**src/rtl/multi_clk_divider.sv**
```systemverilog
// Multi-channel programmable clock divider: N_CH independent 50%-duty square waves
// with per-channel enable, shadowed half-period updates at period boundaries and toggle ticks.
module multi_clk_divider #(
  parameter int N_CH         = 4,
  parameter int CNT_W        = 20,
  parameter int DEFAULT_HALF = 390625,
  parameter int CH_W         = (N_CH > 1) ? $clog2(N_CH) : 1
) (
  input  logic              clk,
  input  logic              rst_n,
  input  logic [N_CH-1:0]   en,
  input  logic              wr_en,
  input  logic [CH_W-1:0]   wr_ch,
  input  logic [CNT_W-1:0]  wr_half,
  input  logic              sync,
  output logic [N_CH-1:0]   out,
  output logic [N_CH-1:0]   tick,
  output logic [N_CH-1:0]   pending
);

  localparam logic [CNT_W-1:0] RESET_HALF = CNT_W'(DEFAULT_HALF);
  localparam logic [CNT_W-1:0] ONE        = CNT_W'(1);

  // A zero half-period would never match count == active-1 sensibly; clamp to 1.
  logic [CNT_W-1:0] wr_val;
  assign wr_val = (wr_half == '0) ? ONE : wr_half;

  for (genvar i = 0; i < N_CH; i++) begin : g_ch
    logic [CNT_W-1:0] count;
    logic [CNT_W-1:0] active;
    logic [CNT_W-1:0] shadow;
    logic             pend;
    logic             out_q;
    logic             tick_q;
    logic             wr_hit;
    logic             at_end;

    // Out-of-range channel numbers match no channel, so they are dropped naturally.
    assign wr_hit = wr_en && (32'(wr_ch) == i);
    assign at_end = (count == active - ONE);

    always_ff @(posedge clk or negedge rst_n) begin
      if (!rst_n) begin
        count  <= '0;
        active <= RESET_HALF;
        shadow <= RESET_HALF;
        pend   <= 1'b0;
        out_q  <= 1'b0;
        tick_q <= 1'b0;
      end else begin
        if (sync || !en[i]) begin
          count  <= '0;
          out_q  <= 1'b0;
          tick_q <= 1'b0;
          if (pend) begin
            active <= shadow;
            pend   <= 1'b0;
          end
        end else if (at_end) begin
          count  <= '0;
          out_q  <= ~out_q;
          tick_q <= 1'b1;
          // Swap only on the high->low toggle so a full period is never split.
          if (pend && out_q) begin
            active <= shadow;
            pend   <= 1'b0;
          end
        end else begin
          count  <= count + ONE;
          tick_q <= 1'b0;
        end
        // NOTE: non-blocking semantics make this later write win over the apply above,
        // while the apply still reads the pre-edge shadow value.
        if (wr_hit) begin
          shadow <= wr_val;
          pend   <= 1'b1;
        end
      end
    end

    assign out[i]     = out_q;
    assign tick[i]    = tick_q;
    assign pending[i] = pend;
  end

endmodule

```
**config.mk**
```make
export PLATFORM = sky130hd
export DESIGN_NAME = multi_clk_divider
export DESIGN_NICKNAME = d
export VERILOG_FILES = /design/src/rtl/multi_clk_divider.sv
export SDC_FILE = /design/constraint.sdc
export NUM_CORES = 1
export LEC_CHECK = 0
export CORE_MARGIN = 2
export CORE_UTILIZATION = 62
export DETAILED_ROUTE_END_ITERATION = 12
export PLACE_DENSITY = 0.8
export SYNTH_ARGS = -nofsm -noshare
export SYNTH_HDL_FRONTEND = slang
export SYNTH_SLANG_ARGS = --single-unit
```
**constraint.sdc**
```tcl
create_clock -name clk -period 3.9 [get_ports clk]
set_input_delay 0.39 -clock clk [delete_from_list [all_inputs] [get_ports clk]]
set_output_delay 0.39 -clock clk [all_outputs]
set_load 0.01 [all_outputs]
```
==> flow_summary_export.csv, run 1 <==
group,metric,value,unit
synth,synth.area.top_cells,"dfrtp_1, dfstp_2, mux2_2, xnor2_1, xor2_1",
timing,final.min_clock_period,3.665,ns
timing,period_share,93.97,%
synth,synth_compound_area_share,5.462,%
critical_path,critical_path_arrival,4.07,ns
place,hpwlAfterDp,19820,um
timing,final-max-slew-violation-count,0,
critical_path,required,4.31,ns
synth,async_flop_share,100.0,%
synth,muxShareOfSynthArea,14.75,%
final_layout,final_area,14970,um^2
floorplanning,die-area,22810,um^2
synth,synth_top_area_share,29.13,%
power_and_ir_drop,leakagePower,6.057,nW
place,dpl_cell_area,14030,um^2
power_and_ir_drop,p_switching,2.603,mW
detailed_routing,drt_iter0_drc,623,
synth,synth_area_leader_cell,"dfrtp_1",
synth,synth_top_family_by_area,"simple AND/OR/NAND/NOR gates",
global_route,grt_use_total,26.39,%
global_route,grt_pass1_wl,47890,um
synth,yosys_most_used_dff,"dfrtp_1",
cts,clk_pin_slew,0.06,ns
synth,synth_xor_area_share,10.52,%
detailed_routing,wl_per_cell,18.58,um
synth,synth-adder-area-share,0.7470,%
cts,clock_latency,0.54,ns
detailed_routing,ant_nets,0,
timing,fmax,272.9,MHz
cts,cts-root-buf,"clkbuf_16",
place,routabilityCongestion,0.8765,
detailed_routing,viasPerCell,6.028,
min_path,hold_class,"in -> async",
cts,cts_htree_levels,1,
cts,clock_path_buffers,3,
timing,setup_violations,0,
timing,rsz0062_at_grt,"false",
timing,finalSetupTns,0,ns
detailed_routing,drt-total-wl,28890,um
global_route,antenna_found_initial,0,
timing,fin_hold_ws,0.4668,ns
synth,synthCells,1229,
detailed_routing,first_pass_iters,5,
detailed_routing,drc,0,
synth,synth_simple_gate_area_share,17.49,%
timing,finalClockSkew,0.01080,ns
final_layout,fillers,1498,
synth,synth-edff-count,0,
power_and_ir_drop,powerDensity,569.6,nW/um^2
run_status,status,"complete, no violations",
cts,cts_tree,"yes",
global_route,overflow,0,
critical_path,worstPathMaxFanout,20,
synth,yosysSeqAreaShare,47.96,%
cts,cts.sinks,252,
timing,timing_hold_violations_final,0,
floorplanning,core,21090,um^2
global_route,grt_pass1_vias,9339,
final_layout,post-route-util,70.99,%
final_layout,diodes,0,
synth,syn_area,13400,um^2
critical_path,path_class,"reg -> reg",
cts,cts_buffers,27,
floorplanning,pin_count,42,
power_and_ir_drop,pwr-share-comb,23.0,%
run,cap_viol_max_count,0,
floorplanning,rows,53,
final_layout,drive_above_1_share,26.48,%
critical_path,worstSetupStartpointType,"register",
detailed_routing,vias,9374,
final_layout,ff_latch_area,6426,um^2
global_route,grt_max_degree,106,
power_and_ir_drop,power_frac_clock,30.7,%
synth,yosysUniqueCellTypes,70,
place,port-buffer-count,41,
floorplanning,chipWidth,151.0,um
power_and_ir_drop,sw_frac_of_total,30.53,%
power_and_ir_drop,vdd_drop_max,434.2,uV
power_and_ir_drop,p_int,5.923,mW
synth,ys_ff_latch,252,
floorplanning,start_util,63.55,%
synth,syn-num-nets,1267,
synth,avgSynthCellArea,10.90,um^2
floorplanning,chipHeight,151.0,um
synth,synth.top_cells.by_count,"dfrtp_1, nor2_1, mux2_2",
timing,maxSlewHeadroom,21.94,%
timing,worst_pin_slew,1.167,ns
power_and_ir_drop,power_frac_seq,46.4,%
final_layout,syn_to_final_growth,11.71,%
final_layout,layout.nets,1298,
synth,yosysMostFrequentCell,"dfrtp_1",
final_layout,multi_input_area,6581,um^2
critical_path,end_kind,"register",
synth,yosys_warnings,0,
what timing repair did:
action / 4_1_cts / 5_1_grt
resized for setup: 0 / 1
setup buffers: 0 / 0
endpoints found under the setup margin: 0 / 8
endpoints found under the hold margin: 63 / 0
hold buffers: 1 / 0
cells in the final DEF, fill, tap and decap left out, drive strengths merged, types with 8 or more instances in the layout:
| master | n |
|---|---|
| a21oi | 13 |
| a31oi | 8 |
| and3 | 28 |
| buf | 20 |
| clkbuf | 38 |
| clkdlybuf4s50 | 40 |
| dfrtp | 156 |
| dfstp | 96 |
| ha | 8 |
| inv | 33 |
| mux2 | 160 |
| mux2i | 10 |
| nand2 | 53 |
| nand2b | 8 |
| nand3 | 50 |
| nand4 | 28 |
| nor2 | 142 |
| nor2b | 12 |
| nor3 | 22 |
| nor4 | 28 |
| o21ai | 22 |
| or3 | 16 |
| or4 | 9 |
| or4b | 8 |
| xnor2 | 87 |
| xor2 | 74 |
logic make-up (layout without fill, tap and decap cells):
kind of cell             after synthesis  count (layout)
buffers and inverters                 90             141
multiplexers                         170             170
XOR/XNOR                             161             161
AND/OR/NAND/NOR                      446             446
AO/OA/AOI/OAI                        102             102
flip-flops                           252             252
adder cells (fa/ha/maj)                8               8
routing by layer:
metal  GRT usage (%)  up-vias  routed length [um]
met3           3.584       49                1106
li1                -     4419                   -
met2           44.52      196               14180
met1           36.16     4710               12880
met5               0        -                   0
met4           7.150        0                 727
registers in the layout (all words and copies together) (netlist names):
name         cells
g_ch.out_q       4
g_ch.count      80
g_ch.tick_q      4
g_ch.pend        4
g_ch.shadow     80
g_ch.active     80
power groups by stage:
stage	clock network [mW]	registers (mW)	logic, mW
floorplan	0	3.69	1.61
finish	2.62	3.95	1.96
CTS	2.66	3.94	1.95
detailed placement	0	3.97	1.92
global placement	0	3.92	1.84
global route	2.77	4.04	2.15
area by class of cell:
class                   count  area share, %
multi-input cells         887          43.97
flip-flops and latches    252          42.93
clock buffers              38          5.408
repair buffers             61          3.878
well taps                 275          2.299
inverters                  31         0.7773
clock inverters            11         0.7439
worst max-delay path, stage by stage, from the launching register on:
cell       delay, ns
dfrtp_1         0.46
or4_1           0.57
or3_4           0.38
or4b_1          0.52
a2111oi_0       0.36
and4_1          0.26
nand4bb_1       0.14
a21bo_2         0.47
mux2_4          0.38
stage by stage:
| stage | cells | power, mW | setup WS, ns |
|---|---|---|---|
| 3_5_place_dp | 1505 | 5.889 | 0.2891 |
| 5_1_grt | 1555 | 8.963 | 0.02597 |
| 4_1_cts | 1555 | 8.546 | 0.2491 |
| 3_3_place_gp | 1505 | 5.765 | 0.3640 |
| 2_1_floorplan | 1229 | 5.304 | 0.5855 |
| 6_report | 1555 | 8.526 | 0.2353 |
path summary, 6_finish.rpt:
| kind | cells after the start | slack, ns | endpoint | from |
|---|---|---|---|---|
| worst max-delay path | 8 | 0.24 | g_ch[2].active[17]$_DFFE_PN0P_ | g_ch[2].active[11]$_DFFE_PN0P_ |
| worst min-delay path | 2 | 0.47 | g_ch[2].count[4]$_DFF_PN0_ | rst_n |
| worst max register to register | 8 | 0.24 | g_ch[2].active[17]$_DFFE_PN0P_ | g_ch[2].active[11]$_DFFE_PN0P_ |
| worst min register to register | 2 | 0.48 | g_ch[1].shadow[0]$_DFFE_PN1P_ | g_ch[1].shadow[0]$_DFFE_PN1P_ |
| max in group asynchronous | 3 | 2.37 | g_ch[0].active[16]$_DFFE_PN1P_ | rst_n |
| min in group clk | 3 | 0.47 | g_ch[1].out_q$_DFFE_PN0P_ | en[1] |
No activity file was read; power rests on OpenSTA's default activity.
==> inputs of run 2 (changes only) <==
--- a/config.mk
+++ b/config.mk
@@ -5,10 +5,11 @@
 export SDC_FILE = /design/constraint.sdc
 export NUM_CORES = 1
 export LEC_CHECK = 0
+export CORE_ASPECT_RATIO = 0.8
 export CORE_MARGIN = 2
-export CORE_UTILIZATION = 62
+export CORE_UTILIZATION = 60
 export DETAILED_ROUTE_END_ITERATION = 12
-export PLACE_DENSITY = 0.8
+export PLACE_DENSITY = 0.78
 export SYNTH_ARGS = -nofsm -noshare
 export SYNTH_HDL_FRONTEND = slang
 export SYNTH_SLANG_ARGS = --single-unit
==> run 2 against run 1 <==
- setup slack got worse by 0.0058 ns
- global-route usage fell by 1.2 points
- core utilization fell by 1.9 points
- hold slack got worse by 0.038 ns
- clock power rose by 4%
- via count fell by 0.52%
- first-iteration DRC count rose by 1.4%
- total power rose by 0.93%
==> flow_summary_export.csv, run 2 (same netlist as run 1, synthesis figures left out) <==
group,metric,value,unit
cts,clock_latency,0.54,ns
global_route,grt_max_degree,102,
timing,maxSlewHeadroom,27.51,%
final_layout,post-route-util,69.07,%
critical_path,crit_start,"g_ch[2].active[11]$_DFFE_PN0P_",
timing,finalClockSkew,0.01969,ns
place,hpwlAfterDp,19950,um
timing,rsz0062_at_grt,"false",
floorplanning,core,21740,um^2
cts,clock_path_buffers,3,
timing,worst_slack,0.2295,ns
critical_path,end_kind,"register",
final_layout,mostFrequentLayoutCells,"dfrtp_1, nor2_1, mux2_2, dfstp_2, xnor2_1",
final_layout,layout.nets,1296,
critical_path,required,4.31,ns
timing,final-max-slew-violation-count,0,
place,place_inst,1530,
timing,finalSetupTns,0,ns
detailed_routing,drc,0,
cts,cts.repair.resized,0,
cts,cts_setup_buffers,0,
global_route,overflow,0,
place,port-buffer-count,41,
timing,setup_violations,0,
cts,cts_htree_levels,1,
detailed_routing,wl_per_cell,18.22,um
timing,fmax,272.4,MHz
floorplanning,rows,48,
cts,cts_buffers,25,
power_and_ir_drop,leakagePower,6.051,nW
min_path,min_from,"en[1]",
floorplanning,pin_count,42,
final_layout,syn_to_final_growth,12.06,%
final_layout,reg_top3,"g_ch.active: 80 flops, g_ch.count: 80 flops, g_ch.shadow: 80 flops",
final_layout,fin_cells,1577,
timing,worst_pin_slew,1.084,ns
detailed_routing,vias,9325,
cts,cts-root-buf,"clkbuf_16",
place,dp_worst_setup_slack,0.2935,ns
detailed_routing,viasPerCell,5.913,
critical_path,worstSetupStartpointType,"register",
final_layout,drive_above_1_share,26.00,%
critical_path,path_class,"reg -> reg",
place,routabilityCongestion,0.9586,
critical_path,critical_path_arrival,4.08,ns
global_route,grt_pass1_vias,9048,
final_layout,diodes,0,
floorplanning,start_util,61.64,%
floorplanning,die-area,23550,um^2
cts,clk_pin_slew,0.07,ns
detailed_routing,first_pass_iters,5,
detailed_routing,ant_nets,0,
final_layout,final_common_cell,"dfrtp_1",
run_status,status,"complete, no violations",
cts,hold_buffers,1,
cts,cts.sinks,252,
floorplanning,chipWidth,171.1,um
timing,final.min_clock_period,3.671,ns
critical_path,r2r-start,"g_ch[2].active[11]$_DFFE_PN0P_",
run,cap_viol_max_count,0,
timing,period_share,94.12,%
critical_path,worstPathMaxFanout,20,
min_path,hold_class,"in -> reg",
timing,timing_hold_violations_final,0,
power_and_ir_drop,powerDensity,573.0,nW/um^2
global_route,grt_use_total,25.22,%
detailed_routing,drt_iter0_drc,632,
cts,cts_tree,"yes",
global_route,antenna_found_initial,0,
final_layout,fillers,1635,
detailed_routing,drt-total-wl,28740,um
floorplanning,chipHeight,137.7,um
global_route,grt_pass1_wl,47220,um
power_and_ir_drop,vdd_drop_max,461.2,uV
run 2: cell types whose count changed in the layout (fill, tap and decap cells not counted):
cell and change:
bufinv_16 +4, clkbuf_16 -4, clkbuf_8 +1, nor4_1 +1
inv_4 -2, nor4_2 -1, clkinv_2 -6, clkbuf_1 +3
inv_16 +1
run 2: path summary, 6_finish.rpt:
path,end,slack [ns],depth (start not counted)
max,g_ch[2].active[9]$_DFFE_PN0P_,0.23,8
min,g_ch[1].tick_q$_DFF_PN0_,0.43,3
max reg2reg,g_ch[2].active[9]$_DFFE_PN0P_,0.23,8
min reg2reg,g_ch[3].shadow[0]$_DFFE_PN1P_,0.48,2
max in group asynchronous,g_ch[2].active[18]$_DFFE_PN1P_,2.40,3
min in group asynchronous,g_ch[2].count[4]$_DFF_PN0_,0.47,2
run 2: layout make-up:
cell class	instances	area [um^2]	area share (%)
multi-input cells	887	6575	43.78
clock buffers	38	734.5	4.891
flip-flops and latches	252	6426	42.79
well taps	300	375.4	2.500
repair buffers	61	580.6	3.866
clock inverters	8	209.0	1.391
inverters	31	116.4	0.7749
run 2: layer usage:
layer	up-vias	track usage, %	routed length [um]	share of wire (%)
met5	-	0	0	0
met4	0	5.556	580	2.0
met3	39	3.706	1338	4.7
met2	226	40.73	13310	46
met1	4640	36.39	13510	47
li1	4420	-	-	-
run 2: report_power, final:
part,leakage (nW),internal [mW],switching (mW)
registers,3.05,3.31,0.621
clock network,0.458,1.70,1.03
logic,2.54,1.03,0.912
total,6.05,6.04,2.56
run 2: worst max-delay path, stage by stage, from the launching register on:
cell       delay, ns
dfrtp_1         0.43
or4_1           0.56
or3_4           0.38
or4b_1          0.51
a2111oi_0       0.38
and4_1          0.29
nand4bb_1       0.14
a21bo_2         0.47
mux2_4          0.39
run 2: through the flow:
stage	area, um^2	hold WS, ns	power (mW)
after floorplan	13400	0.09441	5.304
after global placement	14060	0.4622	5.762
after detailed placement	14060	0.4681	5.878
after CTS	15020	0.4095	8.643
after global routing	15020	0.4342	9.044
final	15020	0.4285	8.605
